### src/rtl/hazard_pkg.sv
// Shared types and encodings for the hazard/forwarding controller.
// Latency: n/a (package only).
// Backpressure: n/a (package only).
// Contents: result-source codes, forward-select codes, Tnew/Tuse constants,
//           the shadow-stage record stage_info_t and the Tnew-at-entry helper.
package hazard_pkg;

  localparam int RA_WIDTH = 5;
  localparam int T_WIDTH  = 2;

  // Result source of the instruction writing wa.
  localparam logic [1:0] SRC_ALU = 2'b00;
  localparam logic [1:0] SRC_DM  = 2'b01;
  localparam logic [1:0] SRC_PC8 = 2'b10;

  // Forward selects for the D and E operand muxes.
  localparam logic [1:0] FWD_REG  = 2'b00;
  localparam logic [1:0] FWD_ALUM = 2'b01;
  localparam logic [1:0] FWD_PC8M = 2'b10;
  localparam logic [1:0] FWD_WD   = 2'b11;

  // Forward selects for the M-stage store-data mux.
  localparam logic [1:0] FWD_M_RD2 = 2'b00;
  localparam logic [1:0] FWD_M_WD  = 2'b01;

  // Tnew on entry to E. PC+8 is only muxed out of M, so it behaves like ALU.
  localparam logic [T_WIDTH-1:0] TNEW_ALU = 2'd1;
  localparam logic [T_WIDTH-1:0] TNEW_DM  = 2'd2;
  localparam logic [T_WIDTH-1:0] TNEW_PC8 = 2'd1;

  // Tuse: how many cycles after D the operand is consumed.
  localparam logic [T_WIDTH-1:0] TUSE_D = 2'd0;
  localparam logic [T_WIDTH-1:0] TUSE_E = 2'd1;
  localparam logic [T_WIDTH-1:0] TUSE_M = 2'd2;

  typedef struct packed {
    logic [RA_WIDTH-1:0] rs;
    logic [RA_WIDTH-1:0] rt;
    logic [RA_WIDTH-1:0] wa;
    logic [T_WIDTH-1:0]  tnew;
    logic [1:0]          src;
  } stage_info_t;

  // Unused source code 2'b11 is treated like an ALU result.
  function automatic logic [T_WIDTH-1:0] tnew_of(input logic [1:0] src);
    case (src)
      SRC_DM:  return TNEW_DM;
      SRC_PC8: return TNEW_PC8;
      default: return TNEW_ALU;
    endcase
  endfunction

endpackage

### src/rtl/hazard_fwd_ctrl_if.sv
// D-stage instruction info in, stall and forward selects out.
// Latency: outputs combinational from controller state plus D fields.
// Backpressure: none; stall is the only flow control (holds D).
// Ports: rs_D/rt_D/use_*/tuse_*/wa_D/src_D from decode; stall, fwd_* and
//        (with STALL_CNT_EN) stall_count back to the datapath.
interface hazard_fwd_ctrl_if #(
  parameter int RA_W  = 5,
  parameter int T_W   = 2,
  parameter int CNT_W = 32
);
  logic [RA_W-1:0] rs_D;
  logic [RA_W-1:0] rt_D;
  logic            use_rs_D;
  logic            use_rt_D;
  logic [T_W-1:0]  tuse_rs_D;
  logic [T_W-1:0]  tuse_rt_D;
  logic [RA_W-1:0] wa_D;
  logic [1:0]      src_D;

  logic            stall;
  logic [1:0]      fwd_rs_D;
  logic [1:0]      fwd_rt_D;
  logic [1:0]      fwd_rs_E;
  logic [1:0]      fwd_rt_E;
  logic [1:0]      fwd_rt_M;
`ifdef STALL_CNT_EN
  logic [CNT_W-1:0] stall_count;
`else
  logic [CNT_W-1:0] stall_count_unused;
  assign stall_count_unused = '0;
`endif

  modport master (
    output rs_D, rt_D, use_rs_D, use_rt_D, tuse_rs_D, tuse_rt_D, wa_D, src_D,
    input  stall, fwd_rs_D, fwd_rt_D, fwd_rs_E, fwd_rt_E, fwd_rt_M
`ifdef STALL_CNT_EN
    , input stall_count
`endif
  );

  modport slave (
    input  rs_D, rt_D, use_rs_D, use_rt_D, tuse_rs_D, tuse_rt_D, wa_D, src_D,
    output stall, fwd_rs_D, fwd_rt_D, fwd_rs_E, fwd_rt_E, fwd_rt_M
`ifdef STALL_CNT_EN
    , output stall_count
`endif
  );

endinterface

### src/rtl/hz_stage_reg.sv
// One shadow pipeline stage: loads the upstream record, or a bubble.
// Latency: 1 cycle (registered).
// Backpressure: none; always advances, bubble replaces the load.
// Ports: clk, reset (sync, active-high), bubble, d (upstream record), q.
// DEC=1 decrements tnew (saturating at 0) as the record moves in.
module hz_stage_reg
  import hazard_pkg::*;
#(
  parameter bit DEC = 1'b1
) (
  input  logic        clk,
  input  logic        reset,
  input  logic        bubble,
  input  stage_info_t d,
  output stage_info_t q
);

  always_ff @(posedge clk) begin
    if (reset || bubble) begin
      q <= '0;
    end else begin
      q <= d;
      if (DEC && (d.tnew != '0)) begin
        q.tnew <= d.tnew - 1'b1;
      end
    end
  end

endmodule

### src/rtl/hazard_fwd_ctrl.sv
// Hazard/forwarding controller for the 5-stage MIPS pipeline.
// Latency: stall/fwd combinational from registered shadow E/M/W plus D fields.
// Backpressure: stall holds PC and IF/ID and injects a bubble into E.
// Ports: clk, reset (sync, active-high), hz (hazard_fwd_ctrl_if.slave).
// Optional macro STALL_CNT_EN adds the saturating hz.stall_count counter.
module hazard_fwd_ctrl
  import hazard_pkg::*;
#(
  parameter int RA_W  = RA_WIDTH,
  parameter int T_W   = T_WIDTH,
  parameter int CNT_W = 32
) (
  input  logic              clk,
  input  logic              reset,
  hazard_fwd_ctrl_if.slave  hz
);

  stage_info_t d_info;
  stage_info_t st_e;
  stage_info_t st_m;
  stage_info_t st_w;
  logic        stall_w;

  always_comb begin
    d_info      = '0;
    d_info.rs   = hz.rs_D;
    d_info.rt   = hz.rt_D;
    d_info.wa   = hz.wa_D;
    d_info.src  = hz.src_D;
    d_info.tnew = tnew_of(hz.src_D);
  end

  // E takes Tnew-at-entry straight from the source, so it does not decrement.
  hz_stage_reg #(.DEC(1'b0)) u_stage_e (
    .clk    (clk),
    .reset  (reset),
    .bubble (stall_w),
    .d      (d_info),
    .q      (st_e)
  );

  hz_stage_reg #(.DEC(1'b1)) u_stage_m (
    .clk    (clk),
    .reset  (reset),
    .bubble (1'b0),
    .d      (st_e),
    .q      (st_m)
  );

  hz_stage_reg #(.DEC(1'b1)) u_stage_w (
    .clk    (clk),
    .reset  (reset),
    .bubble (1'b0),
    .d      (st_m),
    .q      (st_w)
  );

  // A producer in E or M whose result is not ready by the time the operand
  // is consumed forces a stall. $0 never creates a dependency.
  function automatic logic op_stall(input logic            use_r,
                                    input logic [RA_W-1:0] r,
                                    input logic [T_W-1:0]  tuse,
                                    input stage_info_t     e,
                                    input stage_info_t     m);
    return use_r && (r != '0) &&
           (((e.wa == r) && (e.tnew > tuse)) ||
            ((m.wa == r) && (m.tnew > tuse)));
  endfunction

  // M beats W. A load sitting in M is never ready there, so an M hit only
  // counts for ALU/PC+8 results; otherwise fall through to W.
  function automatic logic [1:0] fwd_sel(input logic [RA_W-1:0] r,
                                         input stage_info_t     m,
                                         input stage_info_t     w);
    if (r == '0)
      return FWD_REG;
    else if ((m.wa == r) && (m.tnew == '0) && (m.src == SRC_PC8))
      return FWD_PC8M;
    else if ((m.wa == r) && (m.tnew == '0) && (m.src != SRC_DM))
      return FWD_ALUM;
    else if ((w.wa == r) && (w.tnew == '0))
      return FWD_WD;
    else
      return FWD_REG;
  endfunction

  assign stall_w = op_stall(hz.use_rs_D, hz.rs_D, hz.tuse_rs_D, st_e, st_m) ||
                   op_stall(hz.use_rt_D, hz.rt_D, hz.tuse_rt_D, st_e, st_m);

  assign hz.stall    = stall_w;
  assign hz.fwd_rs_D = fwd_sel(hz.rs_D, st_m, st_w);
  assign hz.fwd_rt_D = fwd_sel(hz.rt_D, st_m, st_w);
  assign hz.fwd_rs_E = fwd_sel(st_e.rs, st_m, st_w);
  assign hz.fwd_rt_E = fwd_sel(st_e.rt, st_m, st_w);
  assign hz.fwd_rt_M = ((st_w.wa == st_m.rt) && (st_m.rt != '0)) ? FWD_M_WD
                                                                   : FWD_M_RD2;

  // Fields carried only to keep the stage record uniform.
  logic unused_bits;
  assign unused_bits = ^{st_w.rs, st_w.rt, st_w.src, st_m.rs};

`ifdef STALL_CNT_EN
  logic [CNT_W-1:0] stall_cnt;

  always_ff @(posedge clk) begin
    if (reset) begin
      stall_cnt <= '0;
    end else if (stall_w && !(&stall_cnt)) begin
      stall_cnt <= stall_cnt + 1'b1;
    end
  end

  assign hz.stall_count = stall_cnt;
`else
  logic [CNT_W-1:0] stall_cnt_unused;
  assign stall_cnt_unused = '0;
`endif

endmodule

### src/flat_wrapper.sv
// flat-port wrapper written by rule: the top's interface ports become plain ports
module hazard_fwd_ctrl_flat import hazard_pkg::*;
#(
  parameter int RA_W  = RA_WIDTH,
  parameter int T_W   = T_WIDTH,
  parameter int CNT_W = 32
)
  (clk, reset, hz_rs_D, hz_rt_D, hz_use_rs_D, hz_use_rt_D, hz_tuse_rs_D, hz_tuse_rt_D, hz_wa_D, hz_src_D, hz_stall, hz_fwd_rs_D, hz_fwd_rt_D, hz_fwd_rs_E, hz_fwd_rt_E, hz_fwd_rt_M);
  hazard_fwd_ctrl_if #(.RA_W(RA_W), .T_W(T_W), .CNT_W(CNT_W)) hz_i ();
  input  logic clk;
  input  logic reset;
  input wire logic [$bits(hz_i.rs_D)-1:0] hz_rs_D;
  input wire logic [$bits(hz_i.rt_D)-1:0] hz_rt_D;
  input wire logic [$bits(hz_i.use_rs_D)-1:0] hz_use_rs_D;
  input wire logic [$bits(hz_i.use_rt_D)-1:0] hz_use_rt_D;
  input wire logic [$bits(hz_i.tuse_rs_D)-1:0] hz_tuse_rs_D;
  input wire logic [$bits(hz_i.tuse_rt_D)-1:0] hz_tuse_rt_D;
  input wire logic [$bits(hz_i.wa_D)-1:0] hz_wa_D;
  input wire logic [$bits(hz_i.src_D)-1:0] hz_src_D;
  output wire logic [$bits(hz_i.stall)-1:0] hz_stall;
  output wire logic [$bits(hz_i.fwd_rs_D)-1:0] hz_fwd_rs_D;
  output wire logic [$bits(hz_i.fwd_rt_D)-1:0] hz_fwd_rt_D;
  output wire logic [$bits(hz_i.fwd_rs_E)-1:0] hz_fwd_rs_E;
  output wire logic [$bits(hz_i.fwd_rt_E)-1:0] hz_fwd_rt_E;
  output wire logic [$bits(hz_i.fwd_rt_M)-1:0] hz_fwd_rt_M;
  assign hz_i.rs_D = hz_rs_D;
  assign hz_i.rt_D = hz_rt_D;
  assign hz_i.use_rs_D = hz_use_rs_D;
  assign hz_i.use_rt_D = hz_use_rt_D;
  assign hz_i.tuse_rs_D = hz_tuse_rs_D;
  assign hz_i.tuse_rt_D = hz_tuse_rt_D;
  assign hz_i.wa_D = hz_wa_D;
  assign hz_i.src_D = hz_src_D;
  assign hz_stall = hz_i.stall;
  assign hz_fwd_rs_D = hz_i.fwd_rs_D;
  assign hz_fwd_rt_D = hz_i.fwd_rt_D;
  assign hz_fwd_rs_E = hz_i.fwd_rs_E;
  assign hz_fwd_rt_E = hz_i.fwd_rt_E;
  assign hz_fwd_rt_M = hz_i.fwd_rt_M;
  hazard_fwd_ctrl #(.RA_W(RA_W), .T_W(T_W), .CNT_W(CNT_W)) u_core (.clk(clk), .reset(reset), .hz(hz_i));
endmodule
### config.mk
export PLATFORM = sky130hd
export DESIGN_NAME = hazard_fwd_ctrl_flat
export DESIGN_NICKNAME = d
export VERILOG_FILES = /design/src/rtl/hazard_pkg.sv /design/src/rtl/hazard_fwd_ctrl_if.sv /design/src/rtl/hz_stage_reg.sv /design/src/rtl/hazard_fwd_ctrl.sv /design/src/flat_wrapper.sv
export SDC_FILE = /design/constraint.sdc
export NUM_CORES = 1
export LEC_CHECK = 0
export BUFFER_PORTS_ARGS = -buffer_cell sky130_fd_sc_hd__buf_4
export CORE_MARGIN = 8
export CORE_UTILIZATION = 30
export CTS_CLUSTER_DIAMETER = 200
export DETAILED_ROUTE_END_ITERATION = 16
export PLACE_DENSITY = 0.59
export RECOVER_POWER = 50
export SLEW_MARGIN = 25
export SYNTH_ARGS = -nofsm -noshare
export SYNTH_HDL_FRONTEND = slang
export SYNTH_HIERARCHICAL = 1
export SYNTH_SLANG_ARGS = --single-unit
### constraint.sdc
create_clock -name clk -period 1.8 [get_ports clk]
set_input_delay 0.09 -clock clk [delete_from_list [all_inputs] [get_ports clk]]
set_output_delay 0.09 -clock clk [all_outputs]
set_load 0.02 [all_outputs]
==> summary.txt <==
Place
  • DP Area: ~2800 um2
  • DP Worst Slack: -344 ps
  • HPWL after DPL: between 4000 and 5000 um
  • Buffers on Ports: 34
  • Routability-driven placement congestion ratio: 0.764

Critical path
  • RR Startpoint: u_core/u_stage_e/q[3]
  • CP startpoint: u_core/u_stage_e/q[3]
  • Setup CP Type: register to output pin
  • Critical path capture point type: output pin
  • Crit path max fanout: 4
  • CP startpoint kind: register
  • Critical Path RT: between 1500 and 2000 ps
  • Crit path arrival time: about 1900 ps

STA
  • Clock skew: 5.33 ps
  • Final WS setup: -145 ps
  • Total setup violations reported at the end of the flow: 27
  • Final count of hold timing violations: 0
  • Top achievable clock speed: about 0.51 GHz
  • Final period util: 108%
  • Max Slew Vio Count: 0
  • RSZ-0062 raised after global routing: yes
  • Final Critical Period: between 1500 and 2000 ps
  • Hold WS: about 26 ps

Power
  • Sw frac: 29.6%
  • Total Power: 0.00200 W
  • Sequential power share: a little under half
  • Clock share of power: a little under a third
  • Cell-internal power: between 0.001 and 0.0015 W
  • Leak: 1.32 nW
  • Max IR drop VDD: 0.407 mV
  • Psw: approximately 0.00059 W
  • Power per Cell Area: 622 nW/um2
  • Comb pwr share: around 22%

Worst hold path
  • Hold crit path type: primary input to register
  • HP Start: hz_wa_D[0]

Finish
  • Net count reported at finish: 322
  • Filler cells: just over 800
  • Register area: approximately 830 um2
  • Area occupied by multi-input gates: 1660 um2
  • Diode count: 0
  • Fraction of layout cells with a size suffix above 1: about 43%
  • Area grow syn2layout: 27.9%
  • Post-route cell area: 3220 um2

Die
  • Starting Density: between 30% and 40%
  • Chip height: roughly 110 um
  • IO Count: 36
  • Rows: 33
  • Total die area: roughly 12000 um2
  • Core area: between 8000 and 9000 um2
  • DIE WIDTH: roughly 110 um

Global routing
  • GRT Residual Overflow: 0
  • Vias in the first global route: 2032
  • Total Routing Usage GR: 11.7%
  • Initial antenna violation count: 0
  • Largest net degree at the start of global routing: between 40 and 50
  • First-pass GRT wire length: ~11000 um

Detailed routing
  • Detailed Route WL: 6640 um
  • DR pass1 iterations: 4
  • DRC violations left: 0
  • Via count: 1903
  • Vias per inst: 4.82
  • Antenna Nets Post-Route: 0
  • Drt wl/cell: 16.8 um
  • Initial detailed-routing violation count: between 100 and 150

Clock tree
  • Clk root buf: clkbuf_8
  • Clock Tree Buf Depth: 2
  • CTS buffer count: 5
  • H-tree depth: 2
  • Clock latency at the later pin of the worst-skew pair: ~300 ps
  • Clock transition at path regs: approximately 80 ps
  • TritonCTS sink count: 40
  • TritonCTS clock tree: yes

Run status
  • Failing checks: negative setup slack
  • Outcome: finished, violations left

Yosys
  • Gate Count Post-Synth: 245
  • Avg Cell Area, Syn: a little over 10 um2
  • Warnings from Yosys: 6
  • Mapped Area: around 2500 um2

Run
  • Max-Cap Viols: 0
[stage by stage]
step | util (%) | TNS [ps] | std cells
after floorplan | - | -607 | 247
after global placement | 34.5 | -4770 | 377
after detailed placement | 34.5 | -6490 | 377
after CTS | 38.0 | -3700 | 391
after global routing | 39.4 | -6390 | 395
final | 39.4 | -2720 | 395
[critical path, cell delays in order, from the launching register on]
cell and delay [ps]:
dfxtp_4 370, ha_4 280, nor2b_4 130, o21ai_1 90, a2111oi_2 250, a31oi_1 100, o22ai_2 190, buf_6 140
[area by class of cell]
class,count,share of cell area [%]
clock inverter,2,0.505
clock buffer,6,2.25
timing repair buffer,55,14.6
sequential,40,25.9
tap,105,4.08
multi-input combinational,177,51.5
inverter,10,1.24
[power groups by stage]
stage / registers (W) / clock network (W) / logic [W]
finish: 0.000953 / 0.000608 / 0.000443
global route: 0.000958 / 0.000662 / 0.000483
CTS: 0.000951 / 0.000623 / 0.000410
detailed placement: 0.000977 / 0 / 0.000366
global placement: 0.000977 / 0 / 0.000362
floorplan: 0.000965 / 0 / 0.000268
[layout by cell type (no fill, tap or decap), drive strengths merged, types with 3 or more instances in the layout]
| cell | instances |
|---|---|
| buf | 54 |
| dfxtp | 40 |
| nor3b | 36 |
| xor2 | 30 |
| xnor2 | 20 |
| nor2 | 11 |
| inv | 10 |
| nand3 | 8 |
| ha | 8 |
| clkbuf | 7 |
| nor4 | 7 |
| a21oi | 7 |
| nand2b | 6 |
| nand4 | 5 |
| or4 | 4 |
| o21ai | 4 |
| conb | 3 |
| nor2b | 3 |
[path summary, 6_finish.rpt]
path	depth (start not counted)	slack [ps]	endpoint
worst max-delay path	7	-150	hz_stall
worst min-delay path	2	30	u_core/u_stage_e/q[4]
worst max register to register	9	-140	u_core/u_stage_e/q[12]
worst min register to register	1	440	u_core/u_stage_m/q[2]
[sequential cells by signal, summed over array words and instances (netlist names)]
register,cells
u_core/u_stage_e/q,19
u_core/u_stage_m/q,14
u_core/u_stage_w/q,7
[metal layers]
metal	global-route usage, %	wire (um)	vias to the layer above
met3	2.87	304	9
met2	19.3	3290	40
met1	14.6	2980	920
met4	3.17	70	0
met5	0	0	-
li1	-	-	934
[repair_timing]
item / CTS / global route
gates resized for setup: 39 / 16
cloned: 0 / 1
hold buffers: 0 / 0
pin swaps: 27 / 18
buffers inserted: 7 / 3
setup endpoints to repair: 28 / 28
Note: power is estimated with default switching activity, not from simulation.
